## src/rtl/seg7_pkg.sv

```systemverilog
// Shared constants and types for the seven-segment frame controller and the
// VGA sync generator it sits beside.
package seg7_pkg;

  localparam int VACT_LINES = 480;

  typedef enum logic [1:0] {
    IDLE,
    CONV,
    HOLD
  } state_e;

  // Index is the decimal digit; bit0 = segment a ... bit6 = segment g.
  localparam logic [6:0] SEG_PAT [0:9] = '{
    7'b0111111, 7'b0000110, 7'b1011011, 7'b1001111, 7'b1100110,
    7'b1101101, 7'b1111101, 7'b0000111, 7'b1111111, 7'b1101111
  };

  function automatic logic [6:0] seg_decode(input logic [3:0] d);
    if (d <= 4'd9) return SEG_PAT[d];
    return 7'b0000000;
  endfunction

  function automatic int pow10(input int n);
    int r;
    r = 1;
    for (int i = 0; i < n; i++) r = r * 10;
    return r;
  endfunction

endpackage

```

## src/rtl/bin2bcd_serial.sv

```systemverilog
// Serial shift-add-3 binary to BCD converter: one input bit per cycle,
// VAL_W cycles per conversion, done asserted during the final shift cycle.
module bin2bcd_serial #(
  parameter int VAL_W = 10,
  parameter int NDIG  = 3
) (
  input  logic                clk,
  input  logic                rst_n,
  input  logic                start,
  input  logic [VAL_W-1:0]    bin,
  output logic                done,
  output logic [NDIG*4-1:0]   bcd
);

  localparam int CNT_W = $clog2(VAL_W + 1);

  logic [VAL_W-1:0]  bin_q, bin_d;
  logic [NDIG*4-1:0] bcd_q, bcd_d;
  logic [NDIG*4-1:0] bcd_adj;
  logic [CNT_W-1:0]  cnt_q, cnt_d;

  // NOTE: every variable gets a default at the top of always_comb so no path
  // leaves it unassigned, which would otherwise infer a latch.
  always_comb begin
    bcd_adj = bcd_q;
    for (int i = 0; i < NDIG; i++) begin
      if (bcd_q[i*4 +: 4] >= 4'd5) bcd_adj[i*4 +: 4] = bcd_q[i*4 +: 4] + 4'd3;
    end

    bin_d = bin_q;
    bcd_d = bcd_q;
    cnt_d = cnt_q;
    if (start) begin
      bin_d = bin;
      bcd_d = '0;
      cnt_d = CNT_W'(VAL_W);
    end else if (cnt_q != '0) begin
      bcd_d = {bcd_adj[NDIG*4-2:0], bin_q[VAL_W-1]};
      bin_d = {bin_q[VAL_W-2:0], 1'b0};
      cnt_d = cnt_q - CNT_W'(1);
    end
  end

  // NOTE: sequential state uses non-blocking assignments so all flops sample
  // their pre-edge values regardless of process evaluation order.
  always_ff @(posedge clk or negedge rst_n) begin
    if (!rst_n) begin
      bin_q <= '0;
      bcd_q <= '0;
      cnt_q <= '0;
    end else begin
      bin_q <= bin_d;
      bcd_q <= bcd_d;
      cnt_q <= cnt_d;
    end
  end

  assign done = (cnt_q == CNT_W'(1));
  assign bcd  = bcd_q;

endmodule

```

## src/rtl/seg7_frame_ctrl.sv

```systemverilog
// Multi-digit seven-segment controller: serial BCD conversion, vblank-aligned
// double buffer and per-column digit select. SEG7_LZB_EN adds leading-zero blanking.
module seg7_frame_ctrl
  import seg7_pkg::*;
#(
  parameter int NDIG  = 3,
  parameter int VAL_W = 10,
  parameter int X0    = 200,
  parameter int Y0    = 100,
  parameter int PITCH = 60,
  parameter int VACT  = VACT_LINES
) (
  input  logic             clk,
  input  logic             rst_n,
  input  logic [VAL_W-1:0] val,
  input  logic             val_valid,
  output logic             val_ready,
  input  logic [9:0]       hc,
  input  logic [9:0]       vc,
  output logic [9:0]       dig_x,
  output logic [9:0]       dig_y,
  output logic [6:0]       dig_num,
  output logic             busy,
  output logic             commit,
  output logic             ovf
);

  localparam int MAXV = pow10(NDIG) - 1;

  state_e             state_q, state_d;
  logic [9:0]         vc_q;
  logic               ovf_q, ovf_d;
  logic [NDIG*4-1:0]  disp_q, disp_d;
  logic [NDIG*4-1:0]  shadow;
  logic [VAL_W-1:0]   val_sat;
  logic               val_big;
  logic               start;
  logic               conv_done;
  logic               vblank_start;

  assign vblank_start = (vc_q != 10'(VACT)) && (vc == 10'(VACT));
  assign val_big      = int'(val) > MAXV;
  assign val_sat      = val_big ? VAL_W'(MAXV) : val;

  bin2bcd_serial #(.VAL_W(VAL_W), .NDIG(NDIG)) u_bcd (
    .clk   (clk),
    .rst_n (rst_n),
    .start (start),
    .bin   (val_sat),
    .done  (conv_done),
    .bcd   (shadow)
  );

  always_comb begin
    state_d = state_q;
    ovf_d   = ovf_q;
    disp_d  = disp_q;
    start   = 1'b0;
    commit  = 1'b0;
    case (state_q)
      IDLE: if (val_valid) begin
        start   = 1'b1;
        ovf_d   = val_big;
        state_d = CONV;
      end
      CONV: if (conv_done) state_d = HOLD;
      HOLD: if (vblank_start) begin
        commit  = 1'b1;
        disp_d  = shadow;
        state_d = IDLE;
      end
      default: state_d = IDLE;
    endcase
  end

`ifdef SEG7_LZB_EN
  logic [NDIG-1:0] blank_q, blank_d, lead_blank;
  logic            lz_run;

  // Blank flags follow the shadow digits so they land with the same commit.
  always_comb begin
    lead_blank = '0;
    lz_run     = 1'b1;
    for (int i = NDIG - 1; i >= 1; i--) begin
      lz_run        = lz_run && (shadow[i*4 +: 4] == 4'd0);
      lead_blank[i] = lz_run;
    end
    blank_d = commit ? lead_blank : blank_q;
  end

  always_ff @(posedge clk or negedge rst_n) begin
    if (!rst_n) blank_q <= '0;
    else        blank_q <= blank_d;
  end
`endif

  always_ff @(posedge clk or negedge rst_n) begin
    if (!rst_n) begin
      state_q <= IDLE;
      vc_q    <= '0;
      ovf_q   <= 1'b0;
      disp_q  <= '0;
    end else begin
      state_q <= state_d;
      vc_q    <= vc;
      ovf_q   <= ovf_d;
      disp_q  <= disp_d;
    end
  end

  // Position 0 is leftmost and shows the most significant digit.
  always_comb begin
    dig_x   = 10'(X0);
    dig_num = '0;
    for (int i = 0; i < NDIG; i++) begin
      if (int'(hc) >= X0 + i * PITCH && int'(hc) < X0 + (i + 1) * PITCH) begin
        dig_x   = 10'(X0 + i * PITCH);
        dig_num = seg_decode(disp_q[(NDIG-1-i)*4 +: 4]);
`ifdef SEG7_LZB_EN
        if (blank_q[NDIG-1-i]) dig_num = '0;
`endif
      end
    end
  end

  assign dig_y     = 10'(Y0);
  assign val_ready = (state_q == IDLE);
  assign busy      = (state_q != IDLE);
  assign ovf       = ovf_q;

endmodule

```

## config.mk

```make
export PLATFORM = sky130hd
export DESIGN_NAME = seg7_frame_ctrl
export DESIGN_NICKNAME = d
export VERILOG_FILES = /design/src/rtl/seg7_pkg.sv /design/src/rtl/bin2bcd_serial.sv /design/src/rtl/seg7_frame_ctrl.sv
export SDC_FILE = /design/constraint.sdc
export NUM_CORES = 1
export LEC_CHECK = 0
export CELL_PAD_IN_SITES_DETAIL_PLACEMENT = 1
export CELL_PAD_IN_SITES_GLOBAL_PLACEMENT = 2
export CORE_MARGIN = 2
export CORE_UTILIZATION = 29
export DETAILED_ROUTE_END_ITERATION = 16
export PLACE_DENSITY_LB_ADDON = 0.1
export SLEW_MARGIN = 20
export SYNTH_ARGS = -nofsm -noshare
export SYNTH_HDL_FRONTEND = slang
export SYNTH_HIERARCHICAL = 1
export SYNTH_SLANG_ARGS = --single-unit
```

## constraint.sdc

```tcl
create_clock -name clk -period 1.9 [get_ports clk]
set_input_delay 0.38 -clock clk [delete_from_list [all_inputs] [get_ports clk]]
set_output_delay 0.38 -clock clk [all_outputs]
set_load 0.005 [all_outputs]
```

==> metrics.md, run 1 <==
| Metric | Value |
|---|---|
| Status | complete, but fails checks |
| Failing checks | setup timing |
| Tmin final | 2.32 ns |
| Worst Hold Class | input pin to async pin |
| Leakage Power | 2.18 nW |
| Period utilisation layout | 1.22 |
| Util after Layout | 0.423 |
| Nets | 513 |
| GP Congestion | 0.777 |
| Crit-path slowest cell | dfrtp_1 |
| Setup crit end kind | primary output |
| Fin worst setup slack | -0.419 ns |
| Post-route ant nets | 0 |
| Initial Util | 0.295 |
| Sequential area share after synthesis | 0.380 |
| DP HPWL | 6320 um |
| DP Worst Slack | -1.01 ns |
| Clock sink total | 51 |
| Top cell by count, worst path | buf_4 |
| Peak supply drop | 484 uV |
| Ratio of cells with drive above 1 in the final layout | 0.316 |
| Worst EP arrival | 1.94 ns |
| Post-CTS Hold Fix Bufs | 0 |
| Die area | 0.0125 mm^2 |
| Post-synthesis cell type count | 56 |
| Switching Fraction | 0.325 |
| Max-capacitance violation count | 0 |
| Reg power frac | 0.369 |
| Family with the most delay on the worst path | buffers and inverters |
| # DRC | 0 |
| Required @ worst endpoint | 1.52 ns |
| Antenna diodes | 0 |
| Buffers added on ports | 46 |
| Most frequent cells in the layout | 57 x buf_4, 50 x dfrtp_1, 24 x nand2_1 |
| Root buf cell | clkbuf_16 |
| DRT iter0 DRCs | 98 |
| Via count | 2800 |
| Avg Cell Area, Syn | 9.43 um^2 |
| Count of state elements after synthesis | 51 |
| Comb pwr share | 0.365 |
| Cell Pwr Density | 892 mW/mm^2 |
| Worst R2R Start | u_bcd/cnt_q[0] |
| Fin. Hold Viols | 0 |
| Commonest non-fill, non-tap cell in the layout | buf_4 |
| Synthesized area | 0.00336 mm^2 |
| CTS tree | yes |
| First-pass GRT wire length | 14600 um |
| Flop2flop setup slack | 0.10 ns |
| Int Pwr | 2.90 mW |
| FFs w/ async S/R, synth | 1.00 |
| Placed Instances | 576 |
| WHS | 0.0306 ns |
| Ports | 64 |
| Ys flop type | dfrtp_1 |
| CP max stage delay | 0.39 ns |
| CTS Buffer Depth | 2 |
| Startpoint types | register |
| Fmax achieved | 431 MHz |
| Fin. max-slew vios | 0 |
| Clk pwr share | 0.266 |
| CTS Buf Count | 5 |
| Worst-path maximum fanout | 4 |
| Critical setup path kind | register to primary output |
| Overall power | 4.29 mW |
| DR vias/cell | 4.67 |
| Die Width | 112 um |
| DP Area | 0.00426 mm^2 |
| Final setup viols | 12 |
| Vias in the first global route | 2970 |
| Number of synthesized flops with an enable pin | 0 |
| Filler Cell Count | 1284 |
| Router iterations before antenna repair | 4 |
| Core Area | 0.0114 mm^2 |
| Row Count | 39 |
| GRT Overall Usage | 0.143 |
| R2R depth | 5 |
| Setup tns final | -3.01 ns |
| Switch Pwr | 1.40 mW |
| Synth warnings | 6 |
| Initial antenna violation count | 0 |
| Chip Height | 112 um |
| Post-Synthesis Cells | 356 |
| Largest net degree at the start of global routing | 35 |
| Crit path cell chain | inv_2 > ha_4 > o21bai_4 > a2111oi_4 > buf_4 > buf_4 > o31ai_1 > o221ai_1 > buf_2 |
| H-tree Lvls | 2 |
| Wire per inst | 14.3 um |
| Capture point of the worst reg-to-reg path | u_bcd/bcd[2] |
| Reg clk slew, reported paths | 0.07 ns |
| Final Non-Filler Cells | 599 |
| Unrepaired setup endpoints after global routing | true |
| Post-route cell area | 0.00481 mm^2 |
| Worst-skew pair later-pin latency | 0.29 ns |
| GR Overflow Total | 0 |
| Layout Area Growth over Synthesis | 43.4% |
| Final wirelength | 8540 um |
| Clock Skew | 0.00830 ns |
| Buf+Inv Stages, Crit Path | 4 |
==> worst max-delay path by stage <==
stage,slack (ns),cells after the start,to,startpoint
after floorplan,0.03,6,dig_num[4],disp_q[5]
after global placement,-0.98,6,dig_num[4],hc[8]
after detailed placement,-1.01,6,dig_num[4],hc[8]
after CTS,-0.42,9,dig_num[5],disp_q[5]
after global routing,-0.53,9,dig_num[5],disp_q[5]
final,-0.42,9,dig_num[5],disp_q[5]
==> cell families after synthesis <==
kind of cell,after synthesis,share of synthesized area
other,2,0.00224
XOR/XNOR,1,0.00261
buffers and inverters,63,0.0961
flip-flops,51,0.380
adder cells (fa/ha/maj),25,0.0931
multiplexers,24,0.0764
AO/OA/AOI/OAI,75,0.159
AND/OR/NAND/NOR,115,0.190
==> power by group through the flow <==
stage / sequential (mW) / combinational [mW] / clock, mW
2_1_floorplan: 1.54 / 1.14 / 0
3_3_place_gp: 1.60 / 1.53 / 0
3_5_place_dp: 1.61 / 1.56 / 0
4_1_cts: 1.59 / 1.58 / 1.18
5_1_grt: 1.64 / 1.80 / 1.24
6_report: 1.58 / 1.57 / 1.14
==> layer usage <==
metal  global-route usage  share of wire  vias to the layer above
li1                     -              -                     1403
met1                0.179           0.46                     1335
met2                0.251           0.49                       54
met3               0.0299          0.032                        8
met4               0.0354          0.017                        0
met5                    0              0                        -
==> what timing repair did <==
item | CTS | global route
buffers inserted | 13 | 4
resized for setup | 129 | 21
cloned | 0 | 0
pin swaps | 26 | 19
endpoints found under the setup margin | 13 | 14
==> synth_stat cells (8+ instances only) <==
cell type,instances,share of area
ha_1,25,0.093
inv_1,25,0.028
mux2i_1,11,0.033
o21ai_0,12,0.018
mux2_1,12,0.040
buf_4,18,0.040
nand2_1,27,0.030
a21oi_1,13,0.019
dfrtp_1,51,0.38
nor2_1,19,0.021
clkbuf_1,12,0.013
o21ai_1,8,0.012
or3_1,12,0.022
nor2b_1,18,0.034
==> registers in the layout (all words and copies together), names as in the netlist <==
register,cells
vc_q,10
u_bcd/bcd,12
ovf,1
state_q,2
u_bcd/bin_q,10
disp_q,12
u_bcd/cnt_q,4
==> area by class of cell <==
class / count / area (um^2) / share of cell area
timing repair buffer: 115 / 998 / 0.207
clock inverter: 2 / 60.1 / 0.0125
sequential: 51 / 1280 / 0.265
clock buffer: 6 / 129 / 0.0268
inverter: 27 / 104 / 0.0216
multi-input combinational: 255 / 2070 / 0.429
tap: 143 / 179 / 0.0372
No activity file was read; power rests on OpenSTA's default activity.
==> run 2, diff against run 1 <==
--- a/config.mk
+++ b/config.mk
@@ -5,10 +5,11 @@
 export SDC_FILE = /design/constraint.sdc
 export NUM_CORES = 1
 export LEC_CHECK = 0
+export ABC_AREA = 1
 export CELL_PAD_IN_SITES_DETAIL_PLACEMENT = 1
 export CELL_PAD_IN_SITES_GLOBAL_PLACEMENT = 2
 export CORE_MARGIN = 2
-export CORE_UTILIZATION = 29
+export CORE_UTILIZATION = 27
 export DETAILED_ROUTE_END_ITERATION = 16
 export PLACE_DENSITY_LB_ADDON = 0.1
 export SLEW_MARGIN = 20
==> run 2 against run 1 <==
  * The run still ends with setup timing left
  * Highest routed layer unchanged
  * Setup slack better by 0.30 ns
  * Largest cell class unchanged
  * Count of clock-buffer cells in the layout down 1
  * Clock power down 11%
==> metrics.md, run 2 <==
| Metric | Value |
|---|---|
| CTS Buf Count | 5 (unchanged) |
| Fin. Hold Viols | 0 (unchanged) |
| FFs w/ async S/R, synth | 1.00 (unchanged) |
| Post-synth top area share | 0.363 (-0.0172) |
| Multi-input logic area | 0.00220 mm^2 (+6.3%) |
| Post-route ant nets | 0 (unchanged) |
| GR Overflow Total | 0 (unchanged) |
| Register Area | 0.00128 mm^2 (about the same) |
| H-tree Lvls | 2 (unchanged) |
| Final setup viols | 7 (-5) |
| # DRC | 0 (unchanged) |
| Most frequent cells in the layout | 116 x nand2_1, 49 x dfrtp_1, 46 x inv_1 |
| CTS tree | yes |
| Synth warnings | 6 (unchanged) |
| Chip Height | 118 um (+5.8%) |
| Die Width | 118 um (+5.8%) |
| Count of state elements after synthesis | 51 (unchanged) |
| Cell Pwr Density | 863 mW/mm^2 (-3.2%) |
| Worst-path maximum fanout | 5 (+1) |
| Leakage Power | 2.46 nW (+13%) |
| Max-capacitance violation count | 0 (unchanged) |
| Via count | 3216 (+15%) |
| Peak supply drop | 491 uV (+1.5%) |
| Clock Skew | 0.00857 ns (+0.000274 ns) |
| Sequential area share after synthesis | 0.363 (-0.0172) |
| Worst-skew pair later-pin latency | 0.29 ns (about the same) |
| Commonest non-fill, non-tap cell in the layout | nand2_1 |
| Overall power | 4.32 mW (+0.54%) |
| Unrepaired setup endpoints after global routing | true |
| Router iterations before antenna repair | 4 (unchanged) |
| Fin worst setup slack | -0.123 ns (+0.296 ns) |
| Synthesized area | 0.00352 mm^2 (+4.7%) |
| Buffers added on ports | 46 (unchanged) |
| Fin. max-slew vios | 0 (unchanged) |
| Worst Hold Class | input pin to async pin |
| Final wirelength | 9470 um (+11%) |
| DRT iter0 DRCs | 80 (-18%) |
| Avg Cell Area, Syn | 7.63 um^2 (-19%) |
| Filler Cell Count | 1544 (+20%) |
| Core Area | 0.0127 mm^2 (+11%) |
| Synth area leader | dfrtp_1 |
| Count leader, synth | nand2_1 |
| Final Non-Filler Cells | 726 (+21%) |
| Synth area leaders | dfrtp_1 36%, nand2_1 14%, ha_1 8.9% |
| Failing checks | setup timing |
| WHS | 0.0618 ns (+0.0313 ns) |
| GRT Overall Usage | 0.140 (-0.00213) |
| Reg clk slew, reported paths | 0.07 ns (about the same) |
| Layout Area Growth over Synthesis | 42.2% |
| Ports | 64 (unchanged) |
| Most frequent cells after synthesis | 130 x nand2_1, 58 x inv_1, 51 x dfrtp_1 |
| Largest net degree at the start of global routing | 52 (+49%) |
| Tmin final | 2.02 ns (-0.296 ns) |
| Initial antenna violation count | 0 (unchanged) |
| Fmax achieved | 494 MHz (+15%) |
| Placed Instances | 700 (+22%) |
| Root buf cell | clkbuf_16 |
| Wire per inst | 13.0 um (-8.4%) |
| Critical setup path kind | register to primary output |
| Status | complete, but fails checks |
| Die area | 0.0140 mm^2 (+12%) |
| Post-Synthesis Cells | 461 (+29%) |
| Clock sink total | 51 (unchanged) |
| Setup crit end kind | primary output |
| Worst EP arrival | 1.64 ns (-0.30 ns) |
| Vias in the first global route | 3461 (+17%) |
| Row Count | 41 (+5.1%) |
| Nets | 612 (+19%) |
| CTS Buffer Depth | 2 (unchanged) |
| Ratio of cells with drive above 1 in the final layout | 0.348 (+0.0326) |
| Required @ worst endpoint | 1.52 ns (about the same) |
| Antenna diodes | 0 (unchanged) |
| GP Congestion | 0.800 (+2.9%) |
| Initial Util | 0.278 (-0.0178) |
| Post-synthesis cell type count | 37 (-34%) |
| Period utilisation layout | 1.06 (-0.156) |
| Startpoint types | register |
| DR vias/cell | 4.43 (-5.2%) |
| DP HPWL | 6980 um (+10%) |
| Number of synthesized flops with an enable pin | 0 (unchanged) |
| First-pass GRT wire length | 16200 um (+11%) |
| Ys flop type | dfrtp_1 |
| Setup tns final | -0.743 ns (+2.26 ns) |
## run 2: changes by cell type in the layout (fill, tap and decap cells not counted), moves of 15 or more
cell,change
nand3_2,+16
inv_1,+26
nand2_2,+23
nor2b_1,-18
nand2_1,+92
nand3_1,+23
buf_4,-15
## run 2: what timing repair did
item,CTS,global route
hold buffers,0,0
setup endpoints to repair,13,14
resized for setup,128,50
setup buffers,17,3
pin swaps,50,22
## run 2: kinds of logic after synthesis
group | count (synthesis) | share of synthesized area
adders and majority gates | 25 | 0.0889
DFF | 51 | 0.363
xor gates and xnor gates | 1 | 0.00249
other | 2 | 0.00214
buffers and inverters | 92 | 0.125
AOI/OAI and AO/OA | 39 | 0.0687
and+or+nand+nor | 251 | 0.350
## run 2: critical path, stage by stage, from the launching register on
cell and delay (ns):
dfrtp_2 0.47, inv_2 0.11, ha_4 0.15, o21ai_4 0.06, a21oi_4 0.20, buf_6 0.14, nand2_2 0.05, nand3_2 0.07
buf_2 0.11
## run 2: routing by layer
metal  vias to the layer above  GRT usage  part of all wire
li1                       1615          -                 -
met1                      1535      0.158              0.42
met2                        50      0.266              0.53
met3                        16     0.0236             0.029
met4                         0     0.0474             0.021
met5                         -          0                 0
## run 2: cell type report
| cell class | count | share of cell area |
|---|---|---|
| Sequential cell | 51 | 0.256 |
| Inverter | 64 | 0.0490 |
| Tap cell | 172 | 0.0430 |
| Clock buffer | 5 | 0.0250 |
| Multi-Input combinational cell | 331 | 0.439 |
| Clock inverter | 2 | 0.00751 |
| Timing Repair Buffer | 101 | 0.180 |
## run 2: path summary, 6_finish.rpt
| path | from | depth (start not counted) | to | slack (ns) |
|---|---|---|---|---|
| max in group asynchronous | rst_n | 2 | disp_q[4] | 1.55 |
| setup reg to reg | u_bcd/cnt_q[0] | 7 | u_bcd/bcd[4] | 0.34 |
| setup / recovery | disp_q[4] | 8 | dig_num[0] | -0.12 |
| hold / removal | rst_n | 2 | ovf | 0.06 |
| hold reg to reg | u_bcd/bin_q[5] | 2 | u_bcd/bin_q[6] | 0.48 |
| min in group clk | vc[9] | 1 | vc_q[9] | 0.23 |
## run 2: stage by stage
stage | setup slack, ns | utilization | area (um^2)
final | -0.123 | 0.395 | 5000
after global placement | -0.585 | 0.342 | 4330
after floorplan | 0.302 | - | 3570
after global routing | -0.206 | 0.395 | 5000
after CTS | -0.125 | 0.378 | 4790
after detailed placement | -0.598 | 0.342 | 4330
## run 2: report_power, final
| group | switching, mW | total [mW] | internal [mW] |
|---|---|---|---|
| registers | 0.265 | 1.63 | 1.37 |
| clock network | 0.403 | 1.02 | 0.614 |
| logic | 0.988 | 1.67 | 0.677 |
| total | 1.66 | 4.32 | 2.66 |
